### src/rtl/arith_pkg.sv
// ---------------------------------------------------------------------------
// arith_pkg
//
// Shared definitions for the add/subtract sequencer and anything that talks
// to the 4-bit arithmetic unit.
//   ARITH_W        : operand/result width of the arithmetic unit
//   OP_ADD/OP_SUB  : operation encodings, also the unit's mux_sel values
//   ARITH_IDLE_VAL : value the unit drives on output_c while en=0
//   arith_state_t  : sequencer state encoding
// ---------------------------------------------------------------------------
package arith_pkg;

    localparam int unsigned ARITH_W = 4;

    localparam logic OP_ADD = 1'b0;
    localparam logic OP_SUB = 1'b1;

    localparam logic [ARITH_W-1:0] ARITH_IDLE_VAL = {ARITH_W{1'b1}};

    typedef enum logic [1:0] {
        ST_IDLE    = 2'd0,
        ST_DRIVE   = 2'd1,
        ST_CAPTURE = 2'd2,
        ST_HOLD    = 2'd3
    } arith_state_t;

endpackage

### src/rtl/arith_op_sequencer.sv
// ---------------------------------------------------------------------------
// arith_op_sequencer
//
// Sequential initiator for the combinational 4-bit add/subtract unit.
// Accepts a request (op, a, b) on a valid/ready handshake, presents the
// operands to the unit from registers, captures output_c one cycle later and
// returns result + carry/borrow on a second valid/ready handshake.
// Also watches the unit while it is disabled and raises a sticky idle_err if
// it does not return IDLE_VAL.
//
// Ports:
//   clk, rst_n             clock (rising edge), asynchronous active-low reset
//   req_valid/req_ready    request handshake
//   req_op, req_a, req_b   operation (0 add, 1 sub) and operands
//   req_acc                (ARITH_ACCUM_EN only) take operand A from the
//                          accumulator instead of req_a
//   alu_en/sel/a/b         drive the unit's en, mux_sel, input_a, input_b
//   alu_c                  the unit's output_c
//   res_valid/res_ready    result handshake
//   res_data, res_flag     captured result, carry (add) / borrow (sub)
//   idle_err               sticky: unit output != IDLE_VAL while disabled
//
// Build option: define ARITH_ACCUM_EN to add the req_acc port and an internal
// accumulator that follows every completed result transfer.
// ---------------------------------------------------------------------------
module arith_op_sequencer
    import arith_pkg::*;
#(
    parameter int unsigned      WIDTH    = ARITH_W,
    parameter logic [WIDTH-1:0] IDLE_VAL = {WIDTH{1'b1}}
) (
    input  logic             clk,
    input  logic             rst_n,
    input  logic             req_valid,
    output logic             req_ready,
    input  logic             req_op,
    input  logic [WIDTH-1:0] req_a,
    input  logic [WIDTH-1:0] req_b,
`ifdef ARITH_ACCUM_EN
    input  logic             req_acc,
`endif
    output logic             alu_en,
    output logic             alu_sel,
    output logic [WIDTH-1:0] alu_a,
    output logic [WIDTH-1:0] alu_b,
    input  logic [WIDTH-1:0] alu_c,
    output logic             res_valid,
    input  logic             res_ready,
    output logic [WIDTH-1:0] res_data,
    output logic             res_flag,
    output logic             idle_err
);

    arith_state_t     state_q,     state_d;
    logic             req_ready_q, req_ready_d;
    logic             alu_en_q,    alu_en_d;
    logic             alu_sel_q,   alu_sel_d;
    logic [WIDTH-1:0] alu_a_q,     alu_a_d;
    logic [WIDTH-1:0] alu_b_q,     alu_b_d;
    logic             res_valid_q, res_valid_d;
    logic [WIDTH-1:0] res_data_q,  res_data_d;
    logic             res_flag_q,  res_flag_d;
    logic             idle_err_q,  idle_err_d;
`ifdef ARITH_ACCUM_EN
    logic [WIDTH-1:0] acc_q,       acc_d;
`endif

    logic accept;
    logic xfer;

    assign accept = (state_q == ST_IDLE) && req_valid && req_ready_q;
    assign xfer   = (state_q == ST_HOLD) && res_ready;

    // State and output registers.
    // NOTE: sequential state is updated with non-blocking assignments so every
    // register samples pre-edge values regardless of statement order.
    always_ff @(posedge clk or negedge rst_n) begin
        if (!rst_n) begin
            state_q     <= ST_IDLE;
            req_ready_q <= 1'b1;
            alu_en_q    <= 1'b0;
            alu_sel_q   <= 1'b0;
            alu_a_q     <= '0;
            alu_b_q     <= '0;
            res_valid_q <= 1'b0;
            res_data_q  <= '0;
            res_flag_q  <= 1'b0;
            idle_err_q  <= 1'b0;
`ifdef ARITH_ACCUM_EN
            acc_q       <= '0;
`endif
        end else begin
            state_q     <= state_d;
            req_ready_q <= req_ready_d;
            alu_en_q    <= alu_en_d;
            alu_sel_q   <= alu_sel_d;
            alu_a_q     <= alu_a_d;
            alu_b_q     <= alu_b_d;
            res_valid_q <= res_valid_d;
            res_data_q  <= res_data_d;
            res_flag_q  <= res_flag_d;
            idle_err_q  <= idle_err_d;
`ifdef ARITH_ACCUM_EN
            acc_q       <= acc_d;
`endif
        end
    end

    // Next-state logic.
    // NOTE: every combinational output gets a default first, so no path can
    // leave it unassigned and infer a latch.
    always_comb begin
        state_d = state_q;
        case (state_q)
            ST_IDLE:    if (accept) state_d = ST_DRIVE;
            ST_DRIVE:   state_d = ST_CAPTURE;   // unit settles during this cycle
            ST_CAPTURE: state_d = ST_HOLD;
            ST_HOLD:    if (res_ready) state_d = ST_IDLE;
            default:    state_d = ST_IDLE;
        endcase
    end

    // Next values of the registered outputs.
    always_comb begin
        req_ready_d = req_ready_q;
        alu_en_d    = alu_en_q;
        alu_sel_d   = alu_sel_q;
        alu_a_d     = alu_a_q;
        alu_b_d     = alu_b_q;
        res_valid_d = res_valid_q;
        res_data_d  = res_data_q;
        res_flag_d  = res_flag_q;
        idle_err_d  = idle_err_q;
`ifdef ARITH_ACCUM_EN
        acc_d       = acc_q;
`endif
        case (state_q)
            ST_IDLE: begin
                // alu_en_q low at this edge means the unit was disabled for the
                // whole preceding cycle, so its output must have settled.
                if (!alu_en_q && (alu_c != IDLE_VAL)) idle_err_d = 1'b1;
                if (accept) begin
                    req_ready_d = 1'b0;
                    alu_en_d    = 1'b1;
                    alu_sel_d   = req_op;
`ifdef ARITH_ACCUM_EN
                    alu_a_d     = req_acc ? acc_q : req_a;
`else
                    alu_a_d     = req_a;
`endif
                    alu_b_d     = req_b;
                end
            end
            ST_CAPTURE: begin
                res_data_d  = alu_c;
                // Modulo sum smaller than an operand <=> carry out of WIDTH bits.
                res_flag_d  = (alu_sel_q == OP_SUB) ? (alu_a_q < alu_b_q)
                                                    : (alu_c < alu_a_q);
                res_valid_d = 1'b1;
                alu_en_d    = 1'b0;
            end
            ST_HOLD: begin
                if (xfer) begin
                    res_valid_d = 1'b0;
                    req_ready_d = 1'b1;
`ifdef ARITH_ACCUM_EN
                    acc_d       = res_data_q;
`endif
                end
            end
            default: ;
        endcase
    end

    assign req_ready = req_ready_q;
    assign alu_en    = alu_en_q;
    assign alu_sel   = alu_sel_q;
    assign alu_a     = alu_a_q;
    assign alu_b     = alu_b_q;
    assign res_valid = res_valid_q;
    assign res_data  = res_data_q;
    assign res_flag  = res_flag_q;
    assign idle_err  = idle_err_q;

endmodule

### config.mk
export PLATFORM = sky130hd
export DESIGN_NAME = arith_op_sequencer
export DESIGN_NICKNAME = d
export VERILOG_FILES = /design/src/rtl/arith_pkg.sv /design/src/rtl/arith_op_sequencer.sv
export SDC_FILE = /design/constraint.sdc
export NUM_CORES = 1
export LEC_CHECK = 0
export ABC_CLOCK_PERIOD_IN_PS = 1500
export CAP_MARGIN = 0
export CORE_MARGIN = 2
export CORE_UTILIZATION = 40
export DETAILED_ROUTE_END_ITERATION = 8
export PLACE_DENSITY = 0.75
export SKIP_LAST_GASP = 1
export SYNTH_ARGS = -nofsm -noshare
export SYNTH_HDL_FRONTEND = slang
export SYNTH_SLANG_ARGS = --single-unit
### constraint.sdc
create_clock -name clk -period 1.5 [get_ports clk]
set_clock_uncertainty 0.05 [all_clocks]
set_input_delay 0.15 -clock clk [delete_from_list [all_inputs] [get_ports clk]]
set_output_delay 0.15 -clock clk [all_outputs]
set_load 0.1 [all_outputs]
# --- Word-level counts from Yosys, hierarchy flattened ---
# Cells that the tools add are included.
totals:
  reg_bits: 20
  output_inout_bits: 18
  elab_cells: 45
classes:
  order_cmp: 2
  eq_ne: 7
  mux: 11
  n_reduce_logical: 15
op_table:
  columns: ["operator", "n"]
  rows:
  - ["2-bit AND reduction", 5]
  - ["4-bit less-than comparator", 2]
  - ["2-bit one-hot mux with 4 select lines", 1]
  - ["2-bit inequality test (second input constant)", 3]
  - ["1-bit one-hot mux with 2 select lines", 3]
  - ["2-bit nonzero test", 3]
  - ["1-bit two-way mux", 5]
  - ["2-bit == test (second input constant)", 2]
  - ["1-bit logical AND", 4]
  - ["2-bit two-way mux", 2]
  - ["4-bit inequality test (second input constant)", 1]
  - ["3-bit AND reduction", 1]
  - ["2-bit by 1-bit == test with 1-bit output (second input constant)", 1]
  - ["2-bit zero test", 1]
  - ["1-bit zero test", 1]

# --- Longest topological paths before layout ---
# Gate-level depths: netlist of run 1.
logic_depth:
  ltp_word: 5
  mapped_depth: 7
  ltp_nobuf: 6

# --- Worst setup path after synthesis of run 1 ---
# Ideal clock, no wire load.
synth_timing:
  path_type: "register -> register"
  from: "reg alu_a_q[1], in the netlist alu_a[1]"
  to: "reg res_flag_q, in the netlist res_flag"
  setup_time_ns: 0.069
  arrival_ns: 1.852
  t_required_ns: 1.381
  setup_slack_ns: -0.470
  stages_incl_launch_ff: 7
  path_buffers: 0
  cell_sequence: "dfrtp_1 inv_1 ha_1 or3b_1 o2111ai_1 nand3_1 nand3_1"
synth_via:
  elab_chain_len: 2
synth_rtl:
  columns: ["element", "line", "rtl"]
  rows:
  - ["from (decl)", "arith_op_sequencer.sv:58", "logic [WIDTH-1:0] alu_a_q, alu_a_d;"]
  - ["from (signal assigned)", "arith_op_sequencer.sv:97", "alu_a_q <= alu_a_d;"]
  - ["4-bit less-than comparator, on equally long branches", "arith_op_sequencer.sv:158, arith_op_sequencer.sv:157", null]
  - ["1-bit two-way mux *", "arith_op_sequencer.sv:157", "res_flag_d = (alu_sel_q == OP_SUB) ? (alu_a_q < alu_b_q)"]
  - ["to (signal assigned)", "arith_op_sequencer.sv:101", "res_flag_q <= res_flag_d;"]
  - ["to (decl)", "arith_op_sequencer.sv:62", "logic res_flag_q, res_flag_d;"]
# Mark *: on every way between the ends. The rest lies on a longest branch, timed or not.
# A chain may end at the register's enable or synchronous reset.

# --- Worst setup path in the final report of run 1 ---
layout_timing:
  from: "reg state_q[0]"
  to: "reg alu_b_q[3], in the netlist alu_b[3]"
layout_via:
  elab_chain_len: 4
layout_rtl:
  columns: ["element", "line", "rtl"]
  rows:
  - ["from (decl)", "arith_op_sequencer.sv:54", "arith_state_t state_q, state_d;"]
  - ["from (signal assigned)", "arith_op_sequencer.sv:93", "state_q <= state_d;"]
  - ["2-bit zero test *", "arith_op_sequencer.sv:71, arith_op_sequencer.sv:137", null]
  - ["1-bit logical AND (2 in series)", "arith_op_sequencer.sv:71", "assign accept = (state_q == ST_IDLE) && req_valid && req_ready_q;"]
  - ["2-bit AND reduction (no line) *", null, null]
  - ["to (signal assigned)", "arith_op_sequencer.sv:98", "alu_b_q <= alu_b_d;"]
  - ["to (decl)", "arith_op_sequencer.sv:59", "logic [WIDTH-1:0] alu_b_q, alu_b_d;"]
# Marks and branches as above.

==> results of run 1 <==
[critical path, cell delays in order (launching register included)]
cell and delay (ps):
dfrtp_1 420, inv_1 100, ha_2 250, nand3_4 180, mux2_4 340
[worst min-delay path by stage]
stage	to	from
2_1_floorplan	alu_a[0]	rst_n
3_3_place_gp	alu_a[3]	rst_n
3_5_place_dp	alu_sel	rst_n
4_1_cts	res_data[1]	rst_n
5_1_grt	res_data[3]	rst_n
6_report	res_data[3]	rst_n
[cell type report]
type,instances,area (um^2)
fill,177,744
timing repair buffer,36,536
sequential,20,519
multi-input combinational,51,502
inverter,11,41.3
tap,30,37.5
clock inverter,1,30.0
clock buffer,3,22.5
[cells in the final DEF (no fill, tap or decap), types with 3 or more instances in the layout]
cell type	synthesis	routed
a21oi_1	5	4
buf_12	0	18
clkbuf_4	0	3
clkdlybuf4s50_1	0	16
dfrtp_1	19	12
dfrtp_2	0	5
ha_1	9	6
ha_2	0	3
inv_1	11	10
mux2_2	5	5
mux2_4	8	8
nand2_1	4	4
[through the flow]
step | cells | util | hold WS (ps) | setup WS, ps
6_report | 152 | 0.694 | 122 | 39.5
3_3_place_gp | 147 | 0.658 | 458 | 3.59
3_5_place_dp | 147 | 0.658 | 461 | -48.3
2_1_floorplan | 83 | - | -196 | -22.3
4_1_cts | 151 | 0.682 | 125 | 14.2
5_1_grt | 152 | 0.694 | 136 | -66.1
[where the power goes]
| part | leakage [nW] | total (mW) | internal (mW) | switching (mW) |
|---|---|---|---|---|
| logic | 0.486 | 0.0733 | 0.0444 | 0.0290 |
| clock network | 0.0279 | 0.446 | 0.270 | 0.175 |
| registers | 0.249 | 0.539 | 0.539 | 0 |
| total | 0.763 | 1.06 | 0.853 | 0.204 |
[routing by layer]
layer / vias up / routed length [um] / share of wire / global-route usage
met1: 386 / 961 / 0.40 / 0.214
met3: 8 / 140 / 0.058 / 0.0273
met2: 36 / 1250 / 0.51 / 0.331
met4: 0 / 74 / 0.031 / 0.125
li1: 367 / - / - / -
met5: - / 0 / 0 / 0
[cell families after synthesis]
kind of cell / count (synthesis)
DFF: 20
and+or+nand+nor: 15
AOI/OAI and AO/OA: 13
buffers and inverters: 13
muxes: 13
adders and majority gates: 9
[repair_timing]
| item | CTS | global route |
|---|---|---|
| setup endpoints to repair | 2 | 16 |
| resized for setup | 1 | 4 |
| pin swaps | 0 | 1 |
| cloned | 0 | 1 |
[registers in the layout, indices dropped and copies added, names as in the netlist]
name	count
req_ready	1
idle_err	1
res_valid	1
alu_b	4
alu_sel	1
alu_a	4
state_q	2
alu_en	1
res_data	4
res_flag	1
==> results.toml, run 1 <==
[logic_synthesis]
synth_simple_gate_area_frac = 0.0824
synth_ff_type = "dfrtp_1"
synthAdderAreaFrac = 0.111
yosys.area.top_type = "dfrtp_1"
synth_common_cells = "19 x dfrtp_1, 11 x inv_1, 9 x ha_1"
synth_xor_area_frac = 0
syn-cell-area_um2 = 1020
ys_seq_area_frac = 0.493
synth-compound-area-share = 0.0836
synth_top_family_by_area = "multiplexers"
async_flop_share = 1.00
syn_nets = 109
synth-edff-count = 0
post-synth-top-count-cell = "dfrtp_1"
yosys.area.top_type_share = 0.467
avgSynthCellArea_um2 = 12.3
synthMuxAreaShare = 0.173
synthTopCellsByArea = "dfrtp_1 47%, mux2_4 12%, ha_1 11%, mux2_2 5.5%, inv_1 4.1%"
ys_types = 25
synthesis.yosys.warnings = 0
syn-instance-count = 83
ys_ff_latch = 20

[placement]
dpl_cell_area_um2 = 1600
post-dp-hpwl_um = 1770
gp_congestion = 0.739
port_buffers = 34

[sta]
setup_violations = 0
worst_pin_slew_ps = 290
rsz0062_at_grt = "true"
maxSlewViolCount = 0
period_needed_ps = 1460
hold_viol_final = 0
slew_headroom = 0.807
post-route-period-util = 0.974
fmax_mhz = 685
tns_ps = 0

[cts]
cts_sinks = 20
cts_max_path_buffers = 2
tritoncts.num_buffers = 3
insertion_delay_ps = 310
cts.htree.levels = 1
cts_tree = "built"
clk_pin_slew_ps = 120
root_buffer = "clkbuf_4"
post_cts_buffers = 0
cts_hold_buffers = 0

[routing]
drtIter0Drc = 16
wl_um = 2420
post-route-drc-count = 0
first_pass_iters = 4
vias = 797
routedWlPerCell_um = 15.9
viasPerCell = 5.24
ant_nets = 0

[worst_setup_path]
ff2ff_setup_slack_ps = 40
r2r_cells = 4
reg2reg_to = "alu_b[3]"
r2r-start = "state_q[0]"
cp-endpoint = "alu_b[3]"
path_class = "register to register"
cp.required_ps = 1650
critical_path_arrival_ps = 1610
critPathLaunch = "state_q[0]"
cp-end-kind = "register"
cp-start-kind = "register"
cp_max_fo = 6

[global_routing]
antenna_found_initial = 0
gr-usage-all-layers = 0.190
grt_max_degree = 21
grt_overflow = 0
grt_pass1_wl_um = 3850
grt_pass1_vias = 809

[floorplanning]
die_w_um = 54.4
rows = 18
io_pins = 35
die_area_um2 = 2960
core_area_um2 = 2430
start_util = 0.418
fp.dieH_um = 54.4

[power_and_ir_drop]
power_density_nw_per_um2 = 627
p_leak_nw = 0.763
ir_drop_uv = 571
power.total_mw = 1.06

[worst_hold_path]
hold_path_class = "primary input to async pin"

[final_layout]
syn_to_final_growth_pct = 65.9
finalNetCount = 149
diodes = 0
fin_area_um2 = 1690
drive_gt1_frac = 0.443

[status]
status = "finished clean"

[run]
cap_violations = 0
Note: power is estimated with default switching activity, not from simulation.
==> inputs of run 2 (changes only) <==
CAP_MARGIN = 20   (was 0)
==> results of run 2 <==
Same layout as run 1: the final DEF is identical, and so are final timing and power.
==> inputs of run 3 (changes only) <==
CTS_CLUSTER_DIAMETER = 100   (was unset)
==> results of run 3 <==
Same layout as run 1: the final DEF is identical, and so are final timing and power.
==> RTL edit: new RTL, settings of run 3 <==
Register the output `res_flag` once more, with the module's reset; this adds one clock of latency there. The other outputs are not delayed to match.
--- a/src/rtl/arith_op_sequencer.sv
+++ b/src/rtl/arith_op_sequencer.sv
@@ -179,7 +179,13 @@
     assign alu_b     = alu_b_q;
     assign res_valid = res_valid_q;
     assign res_data  = res_data_q;
-    assign res_flag  = res_flag_q;
+    always_ff @(posedge clk or negedge rst_n) begin
+        if (!rst_n) begin
+            res_flag <= '0;
+        end else begin
+            res_flag <= res_flag_q;
+        end
+    end
     assign idle_err  = idle_err_q;
 
 endmodule
Behaviour: not the same (Yosys sat finds a counterexample within 4 cycles, from zero or initial values and one cycle with rst_n low).
==> RTL edit against run 3 <==
Synthesized area up 2.5%. Hold slack improved by 4.7 ps. Wire length increased by 1.8%. Worst setup slack got worse by 9.1 ps. Sequential cell count rose by 1. Design area is the same. Total power shrank 13%. Synthesized cell count is 1.2% higher. Utilization fell by 1.3 points. Sequential power grew 5.0%. Fmax decreased by 0.62%. Critical path type unchanged. Largest cell class unchanged.
==> RTL edit: results (changes against run 3) <==
- Clk buf depth: 2 (unchanged)
- Initial antenna violation count: 0 (unchanged)
- Crit path max-delay family: flip-flops
- Synth warn: 0 (unchanged)
- Sequential area share after synthesis: 0.505 (+0.0122)
- Slew @ Worst Pin: 296 ps (+6.50 ps)
- Drt first-iter violations: 9 (-7)
- Netlist cell types: 25 (unchanged)
- Layout cells sized above 1: 0.448 (+0.00538)
- ANT nets after route: 0 (unchanged)
- Vias in the first global route: 865 (+6.9%)
- Root Driver: clkbuf_4
- Drt first pass iters: 4 (unchanged)
- H-tree levels: 1 (unchanged)
- CTS buffer count: 3 (unchanged)
- Via density: 5.13 (-2.2%)
- Net Count, Synth: 110 (+0.92%)
- Crit-path max cell delay: 420 ps (about the same)
- WL met2: 1240 um (-0.56%)
- DPL Wire Length: 1780 um (+0.29%)
- Pin count of the biggest net entering global routing: 22 (+4.8%)
- Crit path max fanout: 5 (-1)
- RD Place Congestion: 0.714 (-3.4%)
- First-pass GRT wire length: 3820 um (-0.91%)
- Cell leakage power: 0.769 nW (+0.90%)
- Worst hold path type: input pin to asynchronous set/reset pin
- Synth area leaders: dfrtp_1, mux2_4, ha_1, mux2_2, inv_1
- Ys async rst share: 1.00 (unchanged)
- Cells after DPL: 148 (+0.68%)
- Data arrival, critical path: 1630 ps (+20 ps)
- VDD IR max: 0.583 mV (+2.0%)
- DRT met1 WL: 1020 um (+6.1%)
- Synth Instances: 84 (+1.2%)
- Met3 wire len: 157 um (+12%)
- Max-slew violations: 0 (unchanged)
- Critical-path top delay cell: dfrtp_1
- Status: complete, no violations
- Routed length per instance: 15.9 um (-0.15%)
- Clock transition at path regs: 120 ps (about the same)
- Vias: 795 (-0.25%)
- Clock latency on the worst-skew pair: 310 ps (about the same)
- Port Buf Inserts: 34 (unchanged)
- Antenna cells: 0 (unchanged)
- Sw frac: 0.227 (+0.0337)
- DR top layer: met4
- Critical path launch point type: flip-flop
- GRT Total Usage: 0.182 (-0.00816)
- Synth top cells by count: dfrtp_1, inv_1, ha_1, mux2_4
-- RTL edit: cell count changes after synthesis, sizes merged --
cell | run 3 | this run
dfrtp | 19 | 20
-- RTL edit: logic make-up after synthesis --
logic type      synth area share
fa+ha+maj                  0.108
simple gates              0.0804
flops                      0.505
mux                        0.169
compound gates            0.0816
buf+inv                   0.0552
-- RTL edit: power groups by stage --
stage                     sequential, W  clock, W  combinational [W]
after floorplan                0.000577         0         0.00000803
after global placement         0.000577         0          0.0000691
after detailed placement       0.000577         0          0.0000725
after CTS                      0.000566  0.000282          0.0000732
after global routing           0.000566  0.000307          0.0000799
final                          0.000566  0.000279          0.0000735
-- RTL edit: repair_timing --
action,CTS,global route
cloned,0,1
gates resized for setup,1,2
pin swaps,0,1
buffers inserted,0,2
endpoints found under the setup margin,1,15
-- RTL edit: layer usage --
layer	vias up	GRT usage
met5	-	0
met2	30	0.331
li1	374	-
met3	6	0.0269
met1	385	0.207
met4	0	0.0854
-- RTL edit: path summary, 6_finish.rpt --
| check | from | endpoint | slack [ps] | cells past startpoint |
|---|---|---|---|---|
| max | state_q[0] | alu_b[3] | 30 | 4 |
| min | rst_n | alu_b[1] | 130 | 2 |
| max reg2reg | state_q[0] | alu_b[3] | 30 | 4 |
| min reg2reg | res_flag_q | res_flag | 340 | 0 |
| max in group asynchronous | rst_n | req_ready | 1000 | 2 |
| min in group clk | res_flag_q | res_flag | 340 | 0 |
-- RTL edit: cell type report --
class,count,area [um2]
fillers,191,790
inverters,11,41.3
clock buffers,3,22.5
multi-input cells,51,487
well taps,30,37.5
clock inverters,1,5.00
repair buffers,38,551
flip-flops and latches,21,544
-- RTL edit: worst register-to-register path: stages, from the launching register on --
cell	delay [ps]
dfrtp_1	420
inv_1	100
ha_2	250
nand3_2	210
mux2_4	350
-- RTL edit: through the flow --
stage	area (um2)	setup TNS (ps)	hold WS (ps)	setup WS (ps)	total power [W]
after floorplan	1070	-189	-196	-22.3	0.000585
after global placement	1630	-6.77	319	-6.77	0.000646
after detailed placement	1630	-66.0	316	-66.0	0.000649
after CTS	1660	0	142	25.4	0.000921
after global routing	1690	-64.4	162	-24.2	0.000952
final	1690	0	127	30.5	0.000918
